`src/rtl/caesar_ctxt_packer.sv`:
```
// Packs accepted Caesar ciphertext characters little-endian into 32-bit words,
// drops characters flagged by the cipher core, and queues words in a show-ahead FIFO.
module caesar_ctxt_packer #(
    parameter int unsigned FIFO_DEPTH = 4,
    parameter int unsigned CNT_W      = 16
) (
    input  logic             clk,
    input  logic             rst_n,
    input  logic             clr,
    input  logic             ctxt_valid,
    input  logic             ctxt_last,
    input  logic [7:0]       ctxt_char,
    input  logic             err_invalid_key_shift_num,
    input  logic             err_invalid_ptxt_char,
    output logic             ctxt_ready,
    output logic             word_valid,
    input  logic             word_ready,
    output logic [31:0]      word_data,
    output logic [2:0]       word_bytes,
    output logic             word_last,
    output logic             overflow_err,
    output logic [CNT_W-1:0] drop_cnt,
    output logic [CNT_W-1:0] char_cnt
);

    localparam int unsigned PTR_W = (FIFO_DEPTH > 1) ? $clog2(FIFO_DEPTH) : 1;
    localparam int unsigned OCC_W = $clog2(FIFO_DEPTH + 1);

    logic [31:0]      fifo_data_q  [FIFO_DEPTH];
    logic [2:0]       fifo_bytes_q [FIFO_DEPTH];
    logic             fifo_last_q  [FIFO_DEPTH];
    logic [PTR_W-1:0] rd_ptr_q, wr_ptr_q;
    logic [OCC_W-1:0] occ_q, occ_d;

    logic [31:0]      pack_q, pack_d, pack_new;
    logic [1:0]       idx_q, idx_d;
    logic             overflow_d;
    logic [CNT_W-1:0] drop_cnt_q, drop_cnt_d, char_cnt_q, char_cnt_d;

    logic             accept, flagged, push, pop;
    logic [31:0]      push_data;
    logic [2:0]       push_bytes;
    logic             push_last;

    assign ctxt_ready = (occ_q < OCC_W'(FIFO_DEPTH));
    assign accept     = ctxt_valid && ctxt_ready;
    assign flagged    = err_invalid_key_shift_num || err_invalid_ptxt_char;
    assign pack_new   = pack_q | ({24'h0, ctxt_char} << {idx_q, 3'b000});

    assign word_valid   = (occ_q != '0);
    assign pop          = word_valid && word_ready;
    assign word_data    = word_valid ? fifo_data_q[rd_ptr_q]  : 32'h0;
    assign word_bytes   = word_valid ? fifo_bytes_q[rd_ptr_q] : 3'd0;
    assign word_last    = word_valid ? fifo_last_q[rd_ptr_q]  : 1'b0;
    assign drop_cnt     = drop_cnt_q;
    assign char_cnt     = char_cnt_q;

    always_comb begin
        pack_d     = pack_q;
        idx_d      = idx_q;
        overflow_d = overflow_err;
        drop_cnt_d = drop_cnt_q;
        char_cnt_d = char_cnt_q;
        push       = 1'b0;
        push_data  = 32'h0;
        push_bytes = 3'd0;
        push_last  = 1'b0;
        if (clr) begin
            pack_d     = 32'h0;
            idx_d      = 2'd0;
            overflow_d = 1'b0;
            drop_cnt_d = '0;
            char_cnt_d = '0;
        end else begin
            if (ctxt_valid && !ctxt_ready) overflow_d = 1'b1;
            if (accept && flagged) begin
                if (drop_cnt_q != '1) drop_cnt_d = drop_cnt_q + CNT_W'(1);
                // A flagged last character still closes the message, possibly with an empty word.
                if (ctxt_last) begin
                    push       = 1'b1;
                    push_data  = pack_q;
                    push_bytes = {1'b0, idx_q};
                    push_last  = 1'b1;
                    pack_d     = 32'h0;
                    idx_d      = 2'd0;
                end
            end else if (accept) begin
                if (char_cnt_q != '1) char_cnt_d = char_cnt_q + CNT_W'(1);
                if (idx_q == 2'd3 || ctxt_last) begin
                    push       = 1'b1;
                    push_data  = pack_new;
                    push_bytes = {1'b0, idx_q} + 3'd1;
                    push_last  = ctxt_last;
                    pack_d     = 32'h0;
                    idx_d      = 2'd0;
                end else begin
                    pack_d = pack_new;
                    idx_d  = idx_q + 2'd1;
                end
            end
        end
    end

    always_comb begin
        occ_d = occ_q;
        if (push && !pop)      occ_d = occ_q + OCC_W'(1);
        else if (!push && pop) occ_d = occ_q - OCC_W'(1);
    end

    always_ff @(posedge clk) begin
        if (!rst_n) begin
            rd_ptr_q     <= '0;
            wr_ptr_q     <= '0;
            occ_q        <= '0;
            pack_q       <= 32'h0;
            idx_q        <= 2'd0;
            overflow_err <= 1'b0;
            drop_cnt_q   <= '0;
            char_cnt_q   <= '0;
        end else begin
            occ_q        <= occ_d;
            pack_q       <= pack_d;
            idx_q        <= idx_d;
            overflow_err <= overflow_d;
            drop_cnt_q   <= drop_cnt_d;
            char_cnt_q   <= char_cnt_d;
            if (push) wr_ptr_q <= wr_ptr_q + PTR_W'(1);
            if (pop)  rd_ptr_q <= rd_ptr_q + PTR_W'(1);
        end
    end

    // Storage needs no reset; outputs are masked by word_valid.
    always_ff @(posedge clk) begin
        if (rst_n && push) begin
            fifo_data_q[wr_ptr_q]  <= push_data;
            fifo_bytes_q[wr_ptr_q] <= push_bytes;
            fifo_last_q[wr_ptr_q]  <= push_last;
        end
    end

endmodule

```
`config.mk`:
```
export PLATFORM = sky130hd
export DESIGN_NAME = caesar_ctxt_packer
export DESIGN_NICKNAME = d
export VERILOG_FILES = /design/src/rtl/caesar_ctxt_packer.sv
export SDC_FILE = /design/constraint.sdc
export NUM_CORES = 1
export LEC_CHECK = 0
export CORE_ASPECT_RATIO = 1.75
export CORE_MARGIN = 10
export CORE_UTILIZATION = 40
export DETAILED_ROUTE_END_ITERATION = 10
export GPL_TIMING_DRIVEN = 1
export PLACE_DENSITY = 0.68
export SYNTH_ARGS = -nofsm -noshare
export SYNTH_HDL_FRONTEND = slang
export SYNTH_SLANG_ARGS = --single-unit
```
`constraint.sdc`:
```
create_clock -name clk -period 4.8 [get_ports clk]
set_clock_uncertainty 0.05 [all_clocks]
set_input_delay 0.48 -clock clk [delete_from_list [all_inputs] [get_ports clk]]
set_output_delay 0.48 -clock clk [all_outputs]
set_load 0.02 [all_outputs]
```
==> impl_metrics.csv <==
group,metric,value,unit
final_layout,drive_gt1_share,10.99,%
synth,syn_inst,711,
worst_setup_path,critPathKind,"flop to output port",
worst_hold_path,hold_path.class,"flop to flop",
route,drtPass1Iterations,5,
final_layout,instances_no_fill,1101,
worst_hold_path,hold_path_end,"overflow_err",
route,drc,0,
timing,relSlewSlack,22.16,%
timing,fin_crit_sh,75.08,%
worst_setup_path,cp_num_cells,4,
route,wl,22240,um
worst_setup_path,reg2regPathDepth,6,
synth,synth_ff_type,"edfxtp_1",
synth,synth_fp_nets,737,
route,viasPerCell,5.623,
global_route,gr-total-overflow,0,
timing,max_freq,277.5,MHz
synth,async_flop_share,0,%
global_route,antenna_found_initial,0,
synth,yosysUniqueCellTypes,48,
worst_setup_path,end_kind,"output port",
worst_setup_path,reg2reg_to,"fifo_data_q[0][15]",
worst_setup_path,cp.arrival,3.07,ns
timing,setup_viol,0,
power_and_ir_drop,power.density,396.4,nW/um2
place,port_buffers,86,
final_layout,fill_cells,2045,
timing,worst_slew_pin_slew,1.158,ns
synth,ys_seq_elements,220,
timing,fin_tns_setup,0,ns
worst_setup_path,reg2reg_from,"idx_q[0]",
place,routabilityCongestion,0.8508,
route,avgRoutedWirePerCell,20.20,um
worst_setup_path,crit_fanout,20,
place,placed_cells,1065,
worst_setup_path,cp-start-kind,"flop",
worst_setup_path,required,4.27,ns
status,status,"finished clean",
route,ant_nets,0,
synth,synth_area,9320,um2
final_layout,final_cell_mix,"edfxtp_1, clkdlybuf4s50_1, nor2_1",
power_and_ir_drop,ir_drop,326.2,uV
synth,yosys_warnings,0,
clocking,numCtsBuffers,20,
worst_hold_path,min_from,"overflow_err",
timing,rsz0062_at_grt,"false",
floorplan,initial_core_util,40.82,%
clocking,clk_path_buf_depth,3,
global_route,first_global_vias,6378,
place,hpwl,14740,um
global_route,grt_pass1_wl,34970,um
power_and_ir_drop,leakage,0.003551,uW
worst_hold_path,hold_path_depth,2,
worst_setup_path,critPathSlowestCell,"dfxtp_2",
worst_setup_path,critPathMaxStageDelay,0.73,ns
floorplan,row_count,73,
timing,finalMaxSlewViolations,0,
final_layout,layout_commonest_cell,"edfxtp_1",
clocking,ctsResizeCount,0,
clocking,h-tree-depth,1,
synth,ys_seq_area_share,62.72,%
synth,syn_avg_cell_area,13.11,um2
global_route,grt_max_degree,38,
worst_setup_path,reg2reg_slack,1.74,ns
floorplan,die_h,221.9,um
final_layout,diodes,0,
synth,synth_edf_count,144,
final_layout,fin_nets,813,
timing,period_needed,3.604,ns
clocking,cts_tree,"done",
floorplan,num_io_pins,87,
clocking,cts-root-buf,"clkbuf_16",
clocking,insertion_delay,0.50,ns
worst_setup_path,cp_top_family,"buffers and inverters",
clocking,cts_hold_buffers,0,
route,vias,6191,
route,dr.first_iter.drc_count,403,
floorplan,dieArea,30050,um2
floorplan,fp.dieW,135.4,um
final_layout,area_growth,20.22,%
job,max_cap_violations,0,
worst_setup_path,path_cells,"buf_4 -> mux4_2 -> and2_1 -> clkdlybuf4s50_1",
clocking,post_cts_buffers,0,
global_route,track_usage,14.40,%
worst_setup_path,worst-path-buf-inv,2,
timing,hold_viol,0,
floorplan,core,22830,um2
clocking,cts.sinks,220,
clocking,clkTransAtPathRegs,0.06,ns
power breakdown:
part	switching [uW]	total (uW)	leakage [uW]	internal (uW)
logic	432	824	0.00120	393
clock network	678	1550	0.000317	874
registers	39.3	2060	0.00203	2030
worst max path at each step:
| stage | to | slack, ns |
|---|---|---|
| 2_1_floorplan | fifo_bytes_q[1][0] | 1.79 |
| 3_3_place_gp | fifo_data_q[0][31] | 1.40 |
| 3_5_place_dp | fifo_data_q[2][31] | 1.29 |
| 4_1_cts | word_data[28] | 1.10 |
| 5_1_grt | word_data[28] | 1.01 |
| 6_report | word_data[28] | 1.20 |
flip-flops by register name (all words and copies together), names as in the netlist, 2 cells and up, named ones only:
name and cells:
char_cnt 16, drop_cnt 16, fifo_bytes_q 12, fifo_data_q 128, fifo_last_q 4, idx_q 2
occ_q 3, pack_q 32, rd_ptr_q 2, wr_ptr_q 2
synthesized netlist by cell type, types with 2 or more instances:
cell type  number  share of area (%)
a21boi_0        3               0.24
a21oi_1        22                1.2
a22oi_1        64                5.2
a31oi_1         3               0.20
a32oi_1         2               0.19
and2_1         40                2.7
and3_1          6               0.40
and4_1          6               0.56
buf_1           9               0.36
clkbuf_1       38                1.5
dfxtp_1        76                 16
edfxtp_1      144                 46
ha_1            9                1.2
inv_1          11               0.44
mux2i_1         4               0.43
mux4_2         36                8.7
nand2_1        22               0.89
nand2b_1        7               0.47
nand3_1        13               0.70
nand3b_1        2               0.16
nand4_1        10               0.67
nor2_1         78                3.1
nor2b_1         3               0.20
nor3_1         10               0.54
nor3b_1         4               0.32
nor4_1         11               0.74
o21a_1          5               0.40
o21ai_0        13               0.70
o311ai_0        2               0.19
o31ai_1        13                1.0
o41ai_1         2               0.19
or3_1           8               0.54
or4_1          18                1.4
xnor2_1         3               0.28
worst reg2reg max path, stage by stage, from the launching register on:
cell     delay (ns)
dfxtp_1        0.54
ha_1           0.31
nor3b_1        0.35
o21a_1         0.16
buf_4          0.37
and3_1         0.66
buf_12         0.29
metrics by stage:
step / instance area, um2 / worst slack [ns] / hold slack [ns] / util, % / total power, uW
after CTS: 11200 / 1.096 / 0.4394 / 49.07 / 4504
final: 11200 / 1.196 / 0.4370 / 49.07 / 4441
after global placement: 10560 / 1.405 / 0.4238 / 46.25 / 2957
after detailed placement: 10560 / 1.293 / 0.4232 / 46.25 / 2958
after global routing: 11200 / 1.011 / 0.4898 / 49.07 / 4612
after floorplan: 9320 / 1.787 / 0.4299 / - / 2596
routing by layer:
| layer | vias up | track usage [%] | share of wire (%) |
|---|---|---|---|
| met3 | 35 | 3.289 | 5.8 |
| met5 | - | 0 | 0 |
| met1 | 3085 | 15.68 | 38 |
| li1 | 2906 | - | - |
| met4 | 0 | 5.250 | 2.7 |
| met2 | 165 | 26.16 | 53 |
final cells by class:
class | instances | area, um2 | area share, %
inverter | 11 | 41.29 | 0.3685
multi-input combinational | 431 | 3259 | 29.09
timing repair buffer | 103 | 1039 | 9.269
sequential | 220 | 5847 | 52.18
clock inverter | 8 | 48.80 | 0.4355
tap | 300 | 375.4 | 3.350
clock buffer | 28 | 594.3 | 5.304
cells by family after synthesis:
kind of cell / count (synthesis) / synth area share, %
AOI/OAI and AO/OA: 135 / 10.01
xor gates and xnor gates: 4 / 0.3760
adders and majority gates: 10 / 1.423
buffers and inverters: 60 / 2.443
DFF: 220 / 62.72
muxes: 40 / 9.129
and+or+nand+nor: 242 / 13.89
No activity file was read; power rests on OpenSTA's default activity.
